**src/rtl/sram_axi_master_bridge.sv**
```systemverilog
`default_nettype none
// ============================================================================
// Module      : sram_axi_master_bridge
// Description : Converts an SRAM-style core request interface into single-beat
//               AXI3 read/write transactions, one transaction outstanding.
//               Optional macro SRAM_AXI_BRIDGE_RESP_ERR_EN enables the err
//               pulse on non-OKAY RRESP/BRESP.
// Revision    : 1.0 - initial release
// ============================================================================
module sram_axi_master_bridge #(
   parameter int DATA_WIDTH = 32,
   parameter int ADDR_WIDTH = 32,
   parameter int ID_WIDTH   = 4,
   parameter int STRB_WIDTH = DATA_WIDTH / 8,
   parameter int MASTER_ID  = 0
) (
   input  logic                  ACLK,
   input  logic                  ARESETn,
   // core side
   input  logic                  req,
   input  logic                  we,
   input  logic [ADDR_WIDTH-1:0] addr,
   input  logic [DATA_WIDTH-1:0] wdata,
   input  logic [STRB_WIDTH-1:0] wem,
   output logic                  addr_ok,
   output logic                  data_ok,
   output logic [DATA_WIDTH-1:0] rdata,
   output logic                  err,
   // AXI write address / data / response
   output logic [ADDR_WIDTH-1:0] AWADDR,
   output logic [3:0]            AWLEN,
   output logic [2:0]            AWSIZE,
   output logic [1:0]            AWBURST,
   output logic [ID_WIDTH-1:0]   AWID,
   output logic                  AWVALID,
   input  logic                  AWREADY,
   output logic [DATA_WIDTH-1:0] WDATA,
   output logic [STRB_WIDTH-1:0] WSTRB,
   output logic                  WLAST,
   output logic [ID_WIDTH-1:0]   WID,
   output logic                  WVALID,
   input  logic                  WREADY,
   input  logic [ID_WIDTH-1:0]   BID,
   input  logic [1:0]            BRESP,
   input  logic                  BVALID,
   output logic                  BREADY,
   // AXI read address / data
   output logic [ADDR_WIDTH-1:0] ARADDR,
   output logic [3:0]            ARLEN,
   output logic [2:0]            ARSIZE,
   output logic [1:0]            ARBURST,
   output logic [ID_WIDTH-1:0]   ARID,
   output logic                  ARVALID,
   input  logic                  ARREADY,
   input  logic [DATA_WIDTH-1:0] RDATA,
   input  logic [1:0]            RRESP,
   input  logic                  RLAST,
   input  logic [ID_WIDTH-1:0]   RID,
   input  logic                  RVALID,
   output logic                  RREADY
);

   typedef enum logic [2:0] {
      S_IDLE  = 3'd0,
      S_RADDR = 3'd1,
      S_RDATA = 3'd2,
      S_WREQ  = 3'd3,
      S_WRESP = 3'd4
   } state_t;

   state_t                r_state;
   state_t                w_state_nxt;

   logic [ADDR_WIDTH-1:0] r_addr;
   logic                  r_we;
   logic [DATA_WIDTH-1:0] r_wdata;
   logic [STRB_WIDTH-1:0] r_wem;
   logic                  r_aw_done;
   logic                  r_w_done;
   logic                  r_data_ok;
   logic                  r_err;
   logic [DATA_WIDTH-1:0] r_rdata;

   logic                  w_accept;
   logic                  w_aw_hs;
   logic                  w_w_hs;
   logic                  w_wr_both;
   logic                  w_rd_done;
   logic                  w_wr_resp;

   // Fixed single-beat, 32-bit, INCR burst attributes and constant IDs
   assign AWLEN   = 4'd0;
   assign ARLEN   = 4'd0;
   assign AWSIZE  = 3'b010;
   assign ARSIZE  = 3'b010;
   assign AWBURST = 2'b01;
   assign ARBURST = 2'b01;
   assign AWID    = ID_WIDTH'(MASTER_ID);
   assign WID     = ID_WIDTH'(MASTER_ID);
   assign ARID    = ID_WIDTH'(MASTER_ID);

   // Payload comes straight from the capture registers so it stays stable
   // for the whole time the matching VALID is high.
   assign AWADDR  = r_addr;
   assign ARADDR  = r_addr;
   assign WDATA   = r_wdata;
   assign WSTRB   = r_wem;

   assign addr_ok  = (r_state == S_IDLE);
   assign w_accept = req && addr_ok;

   // Handshake terms; a channel already accepted no longer participates
   assign w_aw_hs   = (r_state == S_WREQ) && !r_aw_done && AWREADY;
   assign w_w_hs    = (r_state == S_WREQ) && !r_w_done && WREADY;
   assign w_wr_both = (r_aw_done || w_aw_hs) && (r_w_done || w_w_hs);
   assign w_rd_done = (r_state == S_RDATA) && RVALID;
   assign w_wr_resp = (r_state == S_WRESP) && BVALID;

   assign data_ok = r_data_ok;
   assign err     = r_err;
   assign rdata   = r_rdata;

   // IDs, RLAST and (without the error option) response codes are not used
`ifdef SRAM_AXI_BRIDGE_RESP_ERR_EN
   logic w_unused_ok;
   assign w_unused_ok = ^{BID, RID, RLAST, r_we};
`else
   logic w_unused_ok;
   assign w_unused_ok = ^{BID, RID, RLAST, r_we, RRESP, BRESP};
`endif

   // State register
   always_ff @(posedge ACLK) begin
      if (!ARESETn) r_state <= S_IDLE;
      else          r_state <= w_state_nxt;
   end

   // Next-state decode and channel VALID/READY generation
   always_comb begin
      w_state_nxt = r_state;
      AWVALID     = 1'b0;
      WVALID      = 1'b0;
      WLAST       = 1'b0;
      BREADY      = 1'b0;
      ARVALID     = 1'b0;
      RREADY      = 1'b0;
      case (r_state)
         S_IDLE: begin
            if (req) w_state_nxt = we ? S_WREQ : S_RADDR;
         end
         S_RADDR: begin
            ARVALID = 1'b1;
            if (ARREADY) w_state_nxt = S_RDATA;
         end
         S_RDATA: begin
            RREADY = 1'b1;
            if (RVALID) w_state_nxt = S_IDLE;
         end
         S_WREQ: begin
            AWVALID = !r_aw_done;
            WVALID  = !r_w_done;
            WLAST   = !r_w_done;
            if (w_wr_both) w_state_nxt = S_WRESP;
         end
         S_WRESP: begin
            BREADY = 1'b1;
            if (BVALID) w_state_nxt = S_IDLE;
         end
         default: w_state_nxt = S_IDLE;
      endcase
   end

   // Capture the core request at acceptance
   always_ff @(posedge ACLK) begin
      if (!ARESETn) begin
         r_addr  <= '0;
         r_we    <= 1'b0;
         r_wdata <= '0;
         r_wem   <= '0;
      end else if (w_accept) begin
         r_addr  <= addr;
         r_we    <= we;
         r_wdata <= wdata;
         r_wem   <= wem;
      end
   end

   // Track which write channels have completed; cleared outside WREQ
   always_ff @(posedge ACLK) begin
      if (!ARESETn || (r_state != S_WREQ) || w_wr_both) begin
         r_aw_done <= 1'b0;
         r_w_done  <= 1'b0;
      end else begin
         r_aw_done <= r_aw_done | w_aw_hs;
         r_w_done  <= r_w_done | w_w_hs;
      end
   end

   // Completion pulse, read data capture and optional error flag
   always_ff @(posedge ACLK) begin
      if (!ARESETn) begin
         r_data_ok <= 1'b0;
         r_err     <= 1'b0;
         r_rdata   <= '0;
      end else begin
         r_data_ok <= w_rd_done || w_wr_resp;
         if (w_rd_done) r_rdata <= RDATA;
`ifdef SRAM_AXI_BRIDGE_RESP_ERR_EN
         r_err <= (w_rd_done && (RRESP != 2'b00)) || (w_wr_resp && (BRESP != 2'b00));
`else
         r_err <= 1'b0;
`endif
      end
   end

endmodule
`default_nettype wire

```
**config.mk**
```make
export PLATFORM = sky130hd
export DESIGN_NAME = sram_axi_master_bridge
export DESIGN_NICKNAME = d
export VERILOG_FILES = /design/src/rtl/sram_axi_master_bridge.sv
export SDC_FILE = /design/constraint.sdc
export NUM_CORES = 1
export LEC_CHECK = 0
export CELL_PAD_IN_SITES_DETAIL_PLACEMENT = 0
export CELL_PAD_IN_SITES_GLOBAL_PLACEMENT = 1
export CORE_ASPECT_RATIO = 0.8
export CORE_MARGIN = 1
export CORE_UTILIZATION = 26
export DETAILED_ROUTE_END_ITERATION = 7
export PLACE_DENSITY_LB_ADDON = 0.25
export SETUP_SLACK_MARGIN = 0.05
export SYNTH_ARGS = -nofsm -noshare
export SYNTH_HDL_FRONTEND = slang
export SYNTH_SLANG_ARGS = --single-unit
```
**constraint.sdc**
```tcl
create_clock -name ACLK -period 3.05 [get_ports ACLK]
set_input_delay 0.7625 -clock ACLK [delete_from_list [all_inputs] [get_ports ACLK]]
set_output_delay 0.7625 -clock ACLK [all_outputs]
set_load 0.1 [all_outputs]
```
==> impl_metrics.tcl <==
set metrics [dict create \
    status "completed" \
    synth.mux.area_fraction_pct 0.4619 \
    setup_tns_ns 0 \
    die_height_um 117.5 \
    combPwrFrac_pct 49.5 \
    critical_path_buf_inv_count 1 \
    clock-sinks 106 \
    cts_root_buf "clkbuf_16" \
    synth_most_common_cell "nand2_1" \
    hold_class "reg2reg" \
    fin_cells 955 \
    htreeDepth 3 \
    hp-start "r_aw_done" \
    setup.worst_path.end_class "output port" \
    synth_simple_gate_area_share_pct 21.28 \
    rsz0062_at_grt "no" \
    ys_seq_area_share_pct 48.96 \
    p_per_area_nw_per_um2 854.1 \
    vias_per_cell 4.179 \
    holdPathEnd "r_w_done" \
    dp.cells 939 \
    max_clock_freq_mhz 391.6 \
    first_pass_iters 4 \
    yosysUniqueCellTypes 26 \
    totalWireLength_um 12450 \
    cts_hold_buf 0 \
    cts_buffer_depth 2 \
    drcViolationCount 0 \
    synthXorXnorAreaFrac_pct 0 \
    finalSetupViolations 0 \
    slew_violations 0 \
    p_int_w 0.002766 \
    crit_slowest_cell "dfxtp_1" \
    p_seq_share_pct 29.4 \
    synthAdderAreaFrac_pct 0 \
    antenna_found_initial 0 \
    cts_resized 0 \
    cts_tree "yes" \
    synthTopCellsByArea "dfxtp_1 (49%), nand2_1 (17%), buf_4 (12%), a21oi_1 (11%), a21oi_2 (2.0%)" \
    yosysTopAreaCell "dfxtp_1" \
    min_period_ns 2.553 \
    final_core_util_pct 41.34 \
    grt.overflow.total 0 \
    synth.avg_cell_area_sq_um 8.041 \
    wl_per_cell_um 13.03 \
    drt_iter0_drc 94 \
    path_max_fanout 10 \
    clk_latency_ns 0.35 \
    ys_ff_latch 106 \
    post-route-period-util_pct 83.72 \
    async_flop_share_pct 0 \
    cts_setup_buffers 0 \
    syn_to_final_growth_pct 52.66 \
    fin_ws_ns 0.4966 \
    clk_pin_slew_worst_paths_ns 0.07 \
    peakVddDrop_uv 411.6 \
    start_util_pct 27.08 \
    reg2reg_depth 5 \
    grt_pass1_vias 3658 \
    grt_pass1_wl_um 19550 \
    place_ws_ns 0.6340 \
    r2r_slack_ns 1.35 \
    max_cap_violations 0 \
    synth_area_sq_um 4334 \
    rows 41 \
    numPortBuffers 248 \
    diodes 0 \
    layout-drive-gt1-share_pct 25.68 \
    hold_depth 1 \
    synth_top_cells_by_count "nand2_1 (195), dfxtp_1 (106), a21oi_1 (92)" \
    netlist.area_leader.share_pct 48.96 \
    final_hold_viol_count 0 \
    worstPathArrival_ns 1.79 \
    grt_max_degree 60 \
    cp_cell_sequence "nand3b_1 -> nor2_2 -> buf_12" \
    cp_slowest_stage_delay_ns 0.61 \
    cts_buffers 9 \
    fin_worst_skew_ns 0.006639 \
    p_clk_share_pct 21.2 \
    layout.nets 857 \
    synth_top_family_by_area "simple AND/OR/NAND/NOR gates" \
    core_sq_um 16010 \
    dr_total_vias 3991 \
    worstPathRequired_ns 2.29 \
    p_sw_w 0.002885 \
    yosys_warnings 0 \
    track_usage_pct 14.38 \
    worstSetupPathType "reg2out" \
    syn_inst 539 \
    boundaryPins 293 \
    ant_nets 0 \
    dieArea_sq_um 17190 \
    ys.flop_type "dfxtp_1" \
    dieWidth_um 146.4 \
    r2r_start "r_state[0]" \
    synth_compound_area_share_pct 13.48 \
    reg2reg_to "ARADDR[31]" \
    cp_top_family "flip-flops" \
    synth-edff-count 0 \
    gp_congestion 0.7564 \
    cp-start-kind "flip-flop" \
    dp_hpwl_um 8893 \
    p_leak_nw 2.747 \
    p_sw_share_pct 51.05 \
]
==> power by group through the flow <==
stage	Clock (W)	Combinational (W)	Sequential [W]
6_report	0.00120	0.00280	0.00166
5_1_grt	0.00130	0.00291	0.00168
4_1_cts	0.00125	0.00282	0.00166
3_5_place_dp	0	0.00281	0.00169
3_3_place_gp	0	0.00281	0.00168
2_1_floorplan	0	0.00127	0.00273
==> metrics by stage <==
stage | cell area, sq um | hold slack [ns] | total power (W)
floorplan | 4451 | 0.4203 | 0.004001
global placement | 6315 | 0.4317 | 0.004488
detailed placement | 6315 | 0.4460 | 0.004506
CTS | 6616 | 0.4570 | 0.005726
global route | 6616 | 0.4747 | 0.005887
finish | 6616 | 0.4490 | 0.005651
==> area by class of cell <==
type,count,area (sq um)
Sequential cell,106,2122
Timing Repair Buffer,254,2265
Clock buffer,9,225.2
Tap cell,215,269.0
Multi-Input combinational cell,363,1654
Fill cell,1642,9389
Inverter,1,5.005
Clock inverter,7,76.32
==> flip-flops by register name, indices dropped and copies added, names as in the netlist <==
name / count
r_state: 3
WDATA: 32
rdata: 32
data_ok: 1
ARADDR: 32
WSTRB: 4
r_w_done: 1
r_aw_done: 1
==> cell families after synthesis <==
| group | count (synthesis) |
|---|---|
| AO/OA/AOI/OAI | 107 |
| buffers and inverters | 99 |
| flip-flops | 106 |
| multiplexers | 2 |
| other | 2 |
| AND/OR/NAND/NOR | 223 |
==> placed cells by master (no fill, tap or decap), drive strengths merged <==
cell and instances:
clkbuf 9, nor4b 2, nand2 205, o21a 1
nor4 2, buf 146, o211ai 1, bufinv 1
a211oi 2, dfxtp 106, inv 3, nand3b 1
clkinvlp 1, nor2 6, or2 1, nor3 1
nor3b 2, mux2i 2, conb 31, clkinv 3
clkdlybuf4s50 108, a21oi 102, and2 3, o22ai 1
==> layer usage <==
| layer | vias to the layer above | GRT usage (%) | share of wire [%] |
|---|---|---|---|
| met2 | 154 | 23.66 | 48 |
| met4 | 0 | 4.948 | 1.5 |
| met3 | 12 | 5.310 | 7.7 |
| li1 | 2014 | - | - |
| met1 | 1811 | 17.18 | 43 |
| met5 | - | 0 | 0 |
==> worst max-delay path by stage <==
| stage | start | endpoint | slack, ns | cells past startpoint |
|---|---|---|---|---|
| detailed placement | ARESETn | r_aw_done | 0.63 | 4 |
| global placement | ARESETn | r_w_done | 0.70 | 4 |
| global route | r_state[0] | WVALID | 0.36 | 3 |
| floorplan | r_state[1] | AWVALID | 0.34 | 2 |
| CTS | r_state[0] | WVALID | 0.46 | 3 |
| finish | r_state[0] | WVALID | 0.50 | 3 |
Power figures use the tool's default switching activity.
